<file path="src/rtl/memstream_cfg_pkg.sv">
// Shared types and constants for the memstream config loader.
package memstream_cfg_pkg;

    localparam int CFG_W = 32;

    typedef enum logic [2:0] {
        ST_IDLE,
        ST_DRAIN,
        ST_LOAD,
        ST_FLUSH,
        ST_DONE
    } state_t;

    localparam logic [1:0] ERR_OK       = 2'd0;
    localparam logic [1:0] ERR_UNDERRUN = 2'd1;
    localparam logic [1:0] ERR_OVERRUN  = 2'd2;

endpackage

</file>
<file path="src/rtl/memstream_config_loader.sv">
// Streams an AXI-Stream of weight words into the memstream config port,
// holding all memstream readers for the duration of the load.
module memstream_config_loader
    import memstream_cfg_pkg::*;
#(
    parameter int unsigned      LOAD_DEPTH   = 13824,
    parameter logic [CFG_W-1:0] BASE_ADDR    = '0,
    parameter int unsigned      DRAIN_CYCLES = 4
) (
    input  logic                              aclk,
    input  logic                              rst,
    input  logic                              start,
    input  logic [CFG_W-1:0]                  s_axis_tdata,
    input  logic                              s_axis_tvalid,
    output logic                              s_axis_tready,
    input  logic                              s_axis_tlast,
    output logic [CFG_W-1:0]                  config_address,
    output logic                              config_ce,
    output logic                              config_we,
    output logic [CFG_W-1:0]                  config_d0,
    output logic                              hold,
    output logic                              busy,
    output logic                              done,
    output logic [1:0]                        err_code,
    output logic [$clog2(LOAD_DEPTH+1)-1:0]   words_loaded
);

    localparam int CNT_W   = $clog2(LOAD_DEPTH + 1);
    localparam int DRAIN_W = (DRAIN_CYCLES > 1) ? $clog2(DRAIN_CYCLES) : 1;

    state_t             state;
    state_t             state_next;
    logic [DRAIN_W-1:0] drain_cnt;
    logic               accept;
    logic [CNT_W-1:0]   words_next;
    logic               at_depth;

    assign accept     = s_axis_tvalid && s_axis_tready;
    assign words_next = words_loaded + CNT_W'(1);
    assign at_depth   = (words_next == CNT_W'(LOAD_DEPTH));

    // Status strobes decode the registered state, so they are glitch-free and reset to 0.
    assign s_axis_tready = (state == ST_LOAD) || (state == ST_FLUSH);
    assign busy          = (state != ST_IDLE);
    assign hold          = busy;
    assign done          = (state == ST_DONE);
    assign config_ce     = config_we;

    always_ff @(posedge aclk) begin
        if (rst) begin
            state <= ST_IDLE;
        end else begin
            state <= state_next;
        end
    end

    // NOTE: state_next takes its default before the case so no path leaves it unassigned (no latch).
    always_comb begin
        state_next = state;
        unique case (state)
            ST_IDLE:  if (start) state_next = ST_DRAIN;
            ST_DRAIN: if (drain_cnt == '0) state_next = ST_LOAD;
            ST_LOAD: begin
                if (accept) begin
                    if (s_axis_tlast)  state_next = ST_DONE;
                    else if (at_depth) state_next = ST_FLUSH;
                end
            end
            ST_FLUSH: if (accept && s_axis_tlast) state_next = ST_DONE;
            ST_DONE:  state_next = ST_IDLE;
            default:  state_next = ST_IDLE;
        endcase
    end

    // NOTE: registered state uses non-blocking assignments so every flop samples pre-edge values.
    always_ff @(posedge aclk) begin
        if (rst) begin
            drain_cnt      <= '0;
            words_loaded   <= '0;
            err_code       <= ERR_OK;
            config_we      <= 1'b0;
            config_address <= '0;
            config_d0      <= '0;
        end else begin
            config_we <= 1'b0;
            unique case (state)
                ST_IDLE: begin
                    if (start) begin
                        err_code     <= ERR_OK;
                        words_loaded <= '0;
                        drain_cnt    <= DRAIN_W'(DRAIN_CYCLES - 1);
                    end
                end
                ST_DRAIN: begin
                    if (drain_cnt != '0) drain_cnt <= drain_cnt - DRAIN_W'(1);
                end
                ST_LOAD: begin
                    if (accept) begin
                        config_we      <= 1'b1;
                        config_address <= BASE_ADDR + CFG_W'(words_loaded);
                        config_d0      <= s_axis_tdata;
                        words_loaded   <= words_next;
                        if (s_axis_tlast) begin
                            err_code <= at_depth ? ERR_OK : ERR_UNDERRUN;
                        end else if (at_depth) begin
                            err_code <= ERR_OVERRUN;
                        end
                    end
                end
                default: ;
            endcase
        end
    end

endmodule

</file>
<file path="config.mk">
export PLATFORM = sky130hd
export DESIGN_NAME = memstream_config_loader
export DESIGN_NICKNAME = d
export VERILOG_FILES = /design/src/rtl/memstream_cfg_pkg.sv /design/src/rtl/memstream_config_loader.sv
export SDC_FILE = /design/constraint.sdc
export NUM_CORES = 1
export LEC_CHECK = 0
export ABC_AREA = 1
export CAP_MARGIN = 15
export CORE_ASPECT_RATIO = 0.6
export CORE_UTILIZATION = 46
export CTS_CLUSTER_SIZE = 12
export DETAILED_ROUTE_END_ITERATION = 10
export GPL_ROUTABILITY_DRIVEN = 0
export PLACE_DENSITY = 0.92
export SYNTH_ARGS = -nofsm -noshare
export SYNTH_HDL_FRONTEND = slang
export SYNTH_SLANG_ARGS = --single-unit
</file>
<file path="constraint.sdc">
create_clock -name aclk -period 4.4 [get_ports aclk]
set_clock_uncertainty 0.05 [all_clocks]
set_input_delay 0.44 -clock aclk [delete_from_list [all_inputs] [get_ports aclk]]
set_output_delay 0.44 -clock aclk [all_outputs]
set_load 0.01 [all_outputs]
</file>
; Yosys cells after proc, flatten, opt, wreduce, memory -nomap -nowiden
; Index checks and enable logic that the tools add are counted.
[totals]
register_bits = 68
output_inout_bits = 86
wordCells = 56
[op_classes]
addsub = 2
eq_ne = 11
n_mux = 20
bitwise = 1
n_reduce_logical = 15
[op_table]
columns = cell, n
row1 = $mux W14, 2
row2 = $pmux W14 S2, 1
row3 = $mux W3, 6
row4 = $add A14 B1 Y14 const B, 1
row5 = $eq A14 B14 Y1 const B, 1
row6 = $mux W2, 6
row7 = $pmux W3 S4, 1
row8 = $ne A2 B2 Y1 const B, 4
row9 = $pmux W2 S2, 2
row10 = $eq A3 B2 Y1 const B, 2
row11 = $reduce_and A3 Y1, 2
row12 = $reduce_bool A2 Y1, 3
row13 = $reduce_and A5 Y1, 1
row14 = $reduce_and A4 Y1, 1
row15 = $eq A3 B1 Y1 const B, 1
row16 = $eq A3 B3 Y1 const B, 1
row17 = $logic_not A3 Y1, 1
row18 = $ne A3 B3 Y1 const B, 1
row19 = $reduce_bool A3 Y1, 1
row20 = $logic_and A1 B1 Y1, 2
row21 = $logic_not A2 Y1, 1
row22 = $mux W1, 2
row23 = $ne A2 B1 Y1 const B, 1
row24 = $reduce_and A2 Y1, 1
row25 = 4 further kinds, 4

; Longest topological paths before layout
; Gate-level depths: netlist of the first run.
[logic_depth]
depth_word = 6
mapped_depth = 13

; Least setup slack after synthesis of the first run
; OpenSTA, ideal clock, no wires.
[synth_path]
path_kind = register to register
from = register words_loaded[1]
to = register err_code[0]
setup_time_ps = 132
arrival_ps = 1528
t_required_ps = 4218
setup_slack_ps = 2690
stages_incl_launch_ff = 13
n_path_buf = 0
path_cell_list = dfxtp_1 -> ha_1 -> nand2_1 -> nor2_1 -> nand2_1 -> o21ai_2 -> nand2_1 -> nor2_1 -> nand3_2 -> nand2_2 -> nand2_1 -> nand2_1 -> a21oi_1
[synth_via]
elab_chain_len = 6
elab_cells_between_ends = 8
classes_between = 1 x add/sub / 2 x eq/ne / 4 x mux / 1 x reduce/logical
[synth_rtl]
columns = element, line
row1 = "start, declared", memstream_config_loader.sv:25  ; output logic [$clog2(LOAD_DEPTH+1)-1:0] words_loaded
row2 = "start signal, assigned", memstream_config_loader.sv:102  ; words_loaded <= words_next;
row3 = $add A14 B1 Y14 *, memstream_config_loader.sv:39  ; assign words_next = words_loaded + CNT_W'(1);
row4 = $eq A14 B14 Y1 *, memstream_config_loader.sv:40  ; assign at_depth = (words_next == CNT_W'(LOAD_DEPTH));
row5 = $mux W1, memstream_config_loader.sv:104  ; err_code <= at_depth ? ERR_OK : ERR_UNDERRUN;
row6 = $mux W2, memstream_config_loader.sv:103  ; if (s_axis_tlast) begin
row7 = $mux W2, memstream_config_loader.sv:98  ; if (accept) begin
row8 = $pmux W2 S2, memstream_config_loader.sv:86  ; unique case (state)
row9 = "end signal, assigned", memstream_config_loader.sv:104
row10 = "end, declared", memstream_config_loader.sv:24  ; output logic [1:0] err_code,
; Mark *: on every way between the ends. The rest lies on a longest branch, timed or not. The select of a mux whose other input is x is not followed.
; A chain may end at the register's enable or synchronous reset.

==> results_dict.tcl, run 1 <==
set metrics [dict create \
    synth_area_um2 2980 \
    synth_top_area_frac 0.456 \
    grt_setup_unrepaired "no" \
    grt_pass1_vias 2715 \
    holdPathEnd "err_code[1]" \
    hold_class "reg -> reg" \
    drt_iter0_drc 215 \
    highest_layer "met4" \
    cts_hold_buf 0 \
    core_area_um2 6190 \
    outcome "complete, no violations" \
    critPathArrivalTime_ps 2580 \
    clock_power_share 0.280 \
    yosysWarnings 0 \
    rrSetupSlack_ps 2370 \
    critPathTopFamily "buffers and inverters" \
    finalCoreUtilization 0.672 \
    wl_met3_um 580 \
    rr_worst_depth 12 \
    grt_max_degree 73 \
    grt_overflow 0 \
    finalSetupTns_ps 0 \
    io_pins 123 \
    preCtsSetupSlack_ps 1740 \
    ant_nets 0 \
    cp-start-kind "input port" \
    crit_chain "clkdlybuf4s50_1 > inv_1 > buf_4 > o21ai_0 > a41oi_1" \
    synth.distinct_cells 29 \
    final_nets 540 \
    cts_num_sinks 68 \
    slew_headroom 0.514 \
    clkTransAtPathRegs_ps 70 \
    track_usage 0.239 \
    r2r-start "words_loaded[1]" \
    vias 2978 \
    r2r_end "err_code[0]" \
    rows 22 \
    worst_slack_ps 2020 \
    seq_area_frac_synth 0.456 \
    initial_core_util 0.482 \
    avgSynthCellArea_um2 7.35 \
    cp_slowest_cell "clkdlybuf4s50_1" \
    die_h_um 64.4 \
    antenna_cells 0 \
    critPathCaptureType "flip-flop" \
    seqPwrFrac 0.434 \
    crit_path_max_fanout 26 \
    irDropWorstVdd_v 0.000367 \
    drive_gt1_frac 0.0711 \
    slowest_delay_ps 780 \
    fillCellCount 546 \
    drv_cap 0 \
    wl_met1_um 3740 \
    mostFrequentLayoutCell "clkdlybuf4s50_1" \
    post_cts_buffers 0 \
    clkLatencyLatePin_ps 330 \
    whs_ps 429 \
    dpl-instance-area_um2 3980 \
    die_x_um 106 \
    drt_first_pass_iters 5 \
    grt_first_pass_wirelength_um 12700 \
    post-route-cell-area_um2 4160 \
    hold_depth 2 \
    antenna_found_initial 0 \
    ys_top_cells_by_area "dfxtp_1 46%, nor2_1 10%, o21ai_0 9.1%, nand2_1 6.7%, buf_4 5.0%" \
    finalCriticalPeriod_ps 2380 \
    final_cell_mix "104 x clkdlybuf4s50_1, 83 x nor2_1, 68 x dfxtp_1" \
    yosys.area.top_type "dfxtp_1" \
    h-tree-depth 3 \
    clk_path_buf_depth 2 \
    ys_seq_elements 68 \
    crit_type "in -> reg" \
    tightest_slew_ps 727 \
    die-area_um2 6820 \
    synth_cells 406 \
    syn_to_final_growth_pct 39.5 \
    maxSlewViolCount 0 \
    drt-total-wl_um 7890 \
    fmax_mhz 421 \
    critPathRequiredTime_ps 4600 \
    leakage_nw 1.63 \
    cts_root_buf "clkbuf_8" \
    drc_errors 0 \
    setup_viol 0 \
    min_period_over_period 0.540 \
    io_buffers 104 \
    intPower_mw 1.18 \
    route.met2.wl_um 3490 \
    hpwlAfterDp_um 5610 \
    wl_per_cell_um 13.4 \
    cts_resized 0 \
    path_buf_inv 3 \
    cts_tree "yes" \
    via_per_inst 5.05 \
    netSwitchingPower_mw 0.542 \
    p_sw_frac 0.314 \
    combPwrFrac 0.287 \
    min_from "err_code[1]" \
    hold_violations 0 \
    numCtsBuffers 9 \
    p_per_area_nw_per_um2 414 \
]
metrics by stage:
| stage | total power [mW] | instances |
|---|---|---|
| 2_1_floorplan | 1.04 | 423 |
| 3_3_place_gp | 1.23 | 574 |
| 3_5_place_dp | 1.25 | 574 |
| 4_1_cts | 1.74 | 590 |
| 5_1_grt | 1.83 | 590 |
| 6_report | 1.72 | 590 |
worst register-to-register path, stage by stage, from the launching register on:
cell,delay (ps)
dfxtp_1,430
ha_1,250
nand2_1,100
nor2_1,130
nand2_1,150
o21ai_2,160
nand2_1,90
nor2_1,150
nand3_2,120
nand2_2,80
nand2_1,70
nand2_1,70
a21oi_1,50
synth_stat cells:
cell type / n
nor2_1: 83
xor2_1: 1
dfxtp_1: 68
nand2_2: 4
a311oi_1: 1
nand3_2: 3
a211oi_1: 1
a41oi_1: 1
clkbuf_1: 13
buf_6: 1
nor3_1: 2
o21ai_2: 1
buf_2: 2
nand2_1: 53
nor2_2: 3
nand4_1: 5
nand3_1: 21
o21ai_0: 54
inv_1: 24
nor2_4: 4
conb_1: 1
buf_1: 3
inv_2: 3
ha_1: 2
buf_4: 20
a21oi_1: 28
a22oi_1: 1
nand3b_1: 1
a21oi_2: 2
routing by layer:
layer	GRT usage	up-vias
met5	0	-
met4	0.0868	0
met3	0.0755	9
met2	0.356	139
met1	0.323	1360
li1	-	1470
cell families (layout without fill, tap and decap cells):
logic type,count (synthesis),in the layout,synth area share
and+or+nand+nor,179,179,0.262
AOI/OAI and AO/OA,89,89,0.157
DFF,68,68,0.456
buffers and inverters,66,149,0.112
adders and majority gates,2,2,0.00838
other,1,18,0.00126
xor gates and xnor gates,1,1,0.00294
final cells by class:
cell class / count / area (um^2) / share of cell area
sequential: 68 / 1360 / 0.327
inverter: 27 / 101 / 0.0244
timing repair buffer: 106 / 1060 / 0.254
clock inverter: 5 / 52.6 / 0.0126
tap: 84 / 105 / 0.0253
multi-input combinational: 289 / 1350 / 0.325
clock buffer: 11 / 131 / 0.0316
state kept, by name, indices dropped and copies added (netlist names):
signal / count
config_d0: 32
config_address: 14
words_loaded: 14
state: 3
drain_cnt: 2
err_code: 2
config_ce: 1
worst max-delay path by stage:
| stage | startpoint | endpoint | slack, ps | cells after the start |
|---|---|---|---|---|
| 2_1_floorplan | words_loaded[1] | err_code[0] | 2690 | 12 |
| 3_3_place_gp | rst | drain_cnt[1] | 1810 | 5 |
| 3_5_place_dp | rst | drain_cnt[1] | 1740 | 5 |
| 4_1_cts | rst | drain_cnt[1] | 2100 | 5 |
| 5_1_grt | rst | config_address[6] | 1890 | 5 |
| 6_report | rst | drain_cnt[1] | 2020 | 5 |
power groups by stage:
stage	Combinational (mW)	Sequential [mW]	Clock (mW)
after global routing	0.538	0.756	0.533
after global placement	0.476	0.756	0
final	0.494	0.748	0.482
after CTS	0.492	0.747	0.499
after detailed placement	0.489	0.759	0
after floorplan	0.264	0.773	0
(Power assumes the default switching activity.)
==> run 2, diff against run 1 <==
Settings changed: CORE_UTILIZATION 46 to 43, PLACE_DENSITY 0.92 to 0.87.
Clock period 4.4 ns to 2.3 ns, I/O delays scaled along.
==> run 2 against run 1 <==
  * Critical path depth is 2 lower
  * Largest cell class unchanged
  * Register-to-register slack worse by 2000 ps
  * Non-clock buffer count is 3 higher
  * Worst setup slack worse by 1700 ps
  * Routed wire length is 0.49% higher
  * Die area is 6.8% higher
  * Worst hold slack better by 2.8 ps
  * Power is 110% higher
==> results_dict.tcl, run 2 (synthesized netlist as in run 1, its figures left out) <==
set metrics [dict create \
    outcome "complete, no violations" \
    hold_violations 0 \
    drt_first_pass_iters 6 \
    min_period_over_period 0.858 \
    wl_per_cell_um 13.3 \
    cts_num_sinks 68 \
    p_per_area_nw_per_um2 846 \
    cts_tree "yes" \
    io_pins 123 \
    fmax_mhz 507 \
    hold_depth 2 \
    critPathArrivalTime_ps 1690 \
    drt_iter0_drc 194 \
    cts_resized 0 \
    syn_to_final_growth_pct 43.2 \
    rows 23 \
    regArea_um2 1360 \
    leakage_nw 1.69 \
    mostFrequentLayoutCell "clkdlybuf4s50_1" \
    crit_type "reg -> out" \
    finalSetupTns_ps 0 \
    critPathCaptureType "output pin" \
    final_nets 543 \
    fillCellCount 595 \
    drive_gt1_frac 0.0786 \
    regMostFlops "config_d0" \
    cts_root_buf "clkbuf_16" \
    grt_setup_unrepaired "no" \
    irDropWorstVdd_v 0.000655 \
    cts_hold_buf 0 \
    hpwlAfterDp_um 5650 \
    finalCoreUtilization 0.640 \
    setup_viol 0 \
    numCtsBuffers 9 \
    drt-total-wl_um 7930 \
    antenna_found_initial 0 \
    antenna_cells 0 \
    multi_input_area_um2 1350 \
    rr_worst_depth 12 \
    grt_max_degree 49 \
    via_per_inst 5.04 \
    clk_path_buf_depth 2 \
    core_area_um2 6680 \
    h-tree-depth 3 \
    vias 3001 \
    maxSlewViolCount 0 \
    cp-start-kind "flip-flop" \
    crit_path_max_fanout 7 \
    hold_class "reg -> reg" \
    io_buffers 104 \
    slowest_delay_ps 570 \
    drv_cap 0 \
    die_x_um 110 \
    final_cell_mix "104 x clkdlybuf4s50_1, 83 x nor2_1, 68 x dfxtp_1" \
    largest_register_ff_count 32 \
    clkLatencyLatePin_ps 320 \
    die-area_um2 7290 \
    post_cts_buffers 0 \
    drc_errors 0 \
    grt_overflow 0 \
    ant_nets 0 \
    die_h_um 66.5 \
    grt_pass1_vias 2670 \
    initial_core_util 0.447 \
    largestRegisters "config_d0 x32, config_address x14, words_loaded x14" \
    track_usage 0.220 \
    crit_chain "inv_2 > nand2_1 > clkdlybuf4s50_1" \
    critPathRequiredTime_ps 2020 \
    finalCriticalPeriod_ps 1970 \
    cp_slowest_cell "clkdlybuf4s50_1" \
    clkTransAtPathRegs_ps 60 \
    grt_first_pass_wirelength_um 12300 \
]
run 2: critical path, delay by kind of cell, from the launching register on:
kind                   cells  cell delay [ps]
and+or+nand+nor            1              180
buffers and inverters      2              680
DFF                        1              520
run 2: power by group:
part	total (mW)	internal, mW	switching, mW
registers	1.43	1.33	0.0950
logic	0.958	0.443	0.515
clock network	1.23	0.750	0.481
total	3.62	2.53	1.09
run 2: final cells by class:
type,count,share of cell area
Clock buffer,11,0.0568
Multi-Input combinational cell,289,0.317
Timing Repair Buffer,109,0.252
Inverter,27,0.0237
Clock inverter,5,0.00644
Tap cell,87,0.0255
Sequential cell,68,0.319
run 2: final timing paths:
| path | from | endpoint | slack [ps] |
|---|---|---|---|
| worst max-delay path | state[0] | hold | 330 |
| worst min-delay path | drain_cnt[0] | drain_cnt[0] | 430 |
| worst max register to register | words_loaded[1] | err_code[0] | 360 |
| worst min register to register | drain_cnt[0] | drain_cnt[0] | 430 |
run 2: metrics by stage:
| step | hold slack [ps] | total power [mW] | setup slack, ps | instances | instance area, um^2 |
|---|---|---|---|---|---|
| after floorplan | 315 | 1.98 | 590 | 423 | 3050 |
| after global placement | 395 | 2.37 | 549 | 580 | 4000 |
| after detailed placement | 394 | 2.39 | 399 | 580 | 4000 |
| after CTS | 429 | 3.64 | 326 | 596 | 4270 |
| after global routing | 444 | 3.82 | 159 | 596 | 4270 |
| final | 432 | 3.62 | 327 | 596 | 4270 |
run 2: metal layers:
| layer | global-route usage | part of all wire |
|---|---|---|
| met2 | 0.331 | 0.44 |
| met3 | 0.0519 | 0.074 |
| met5 | 0 | 0 |
| met1 | 0.299 | 0.46 |
| met4 | 0.0983 | 0.017 |
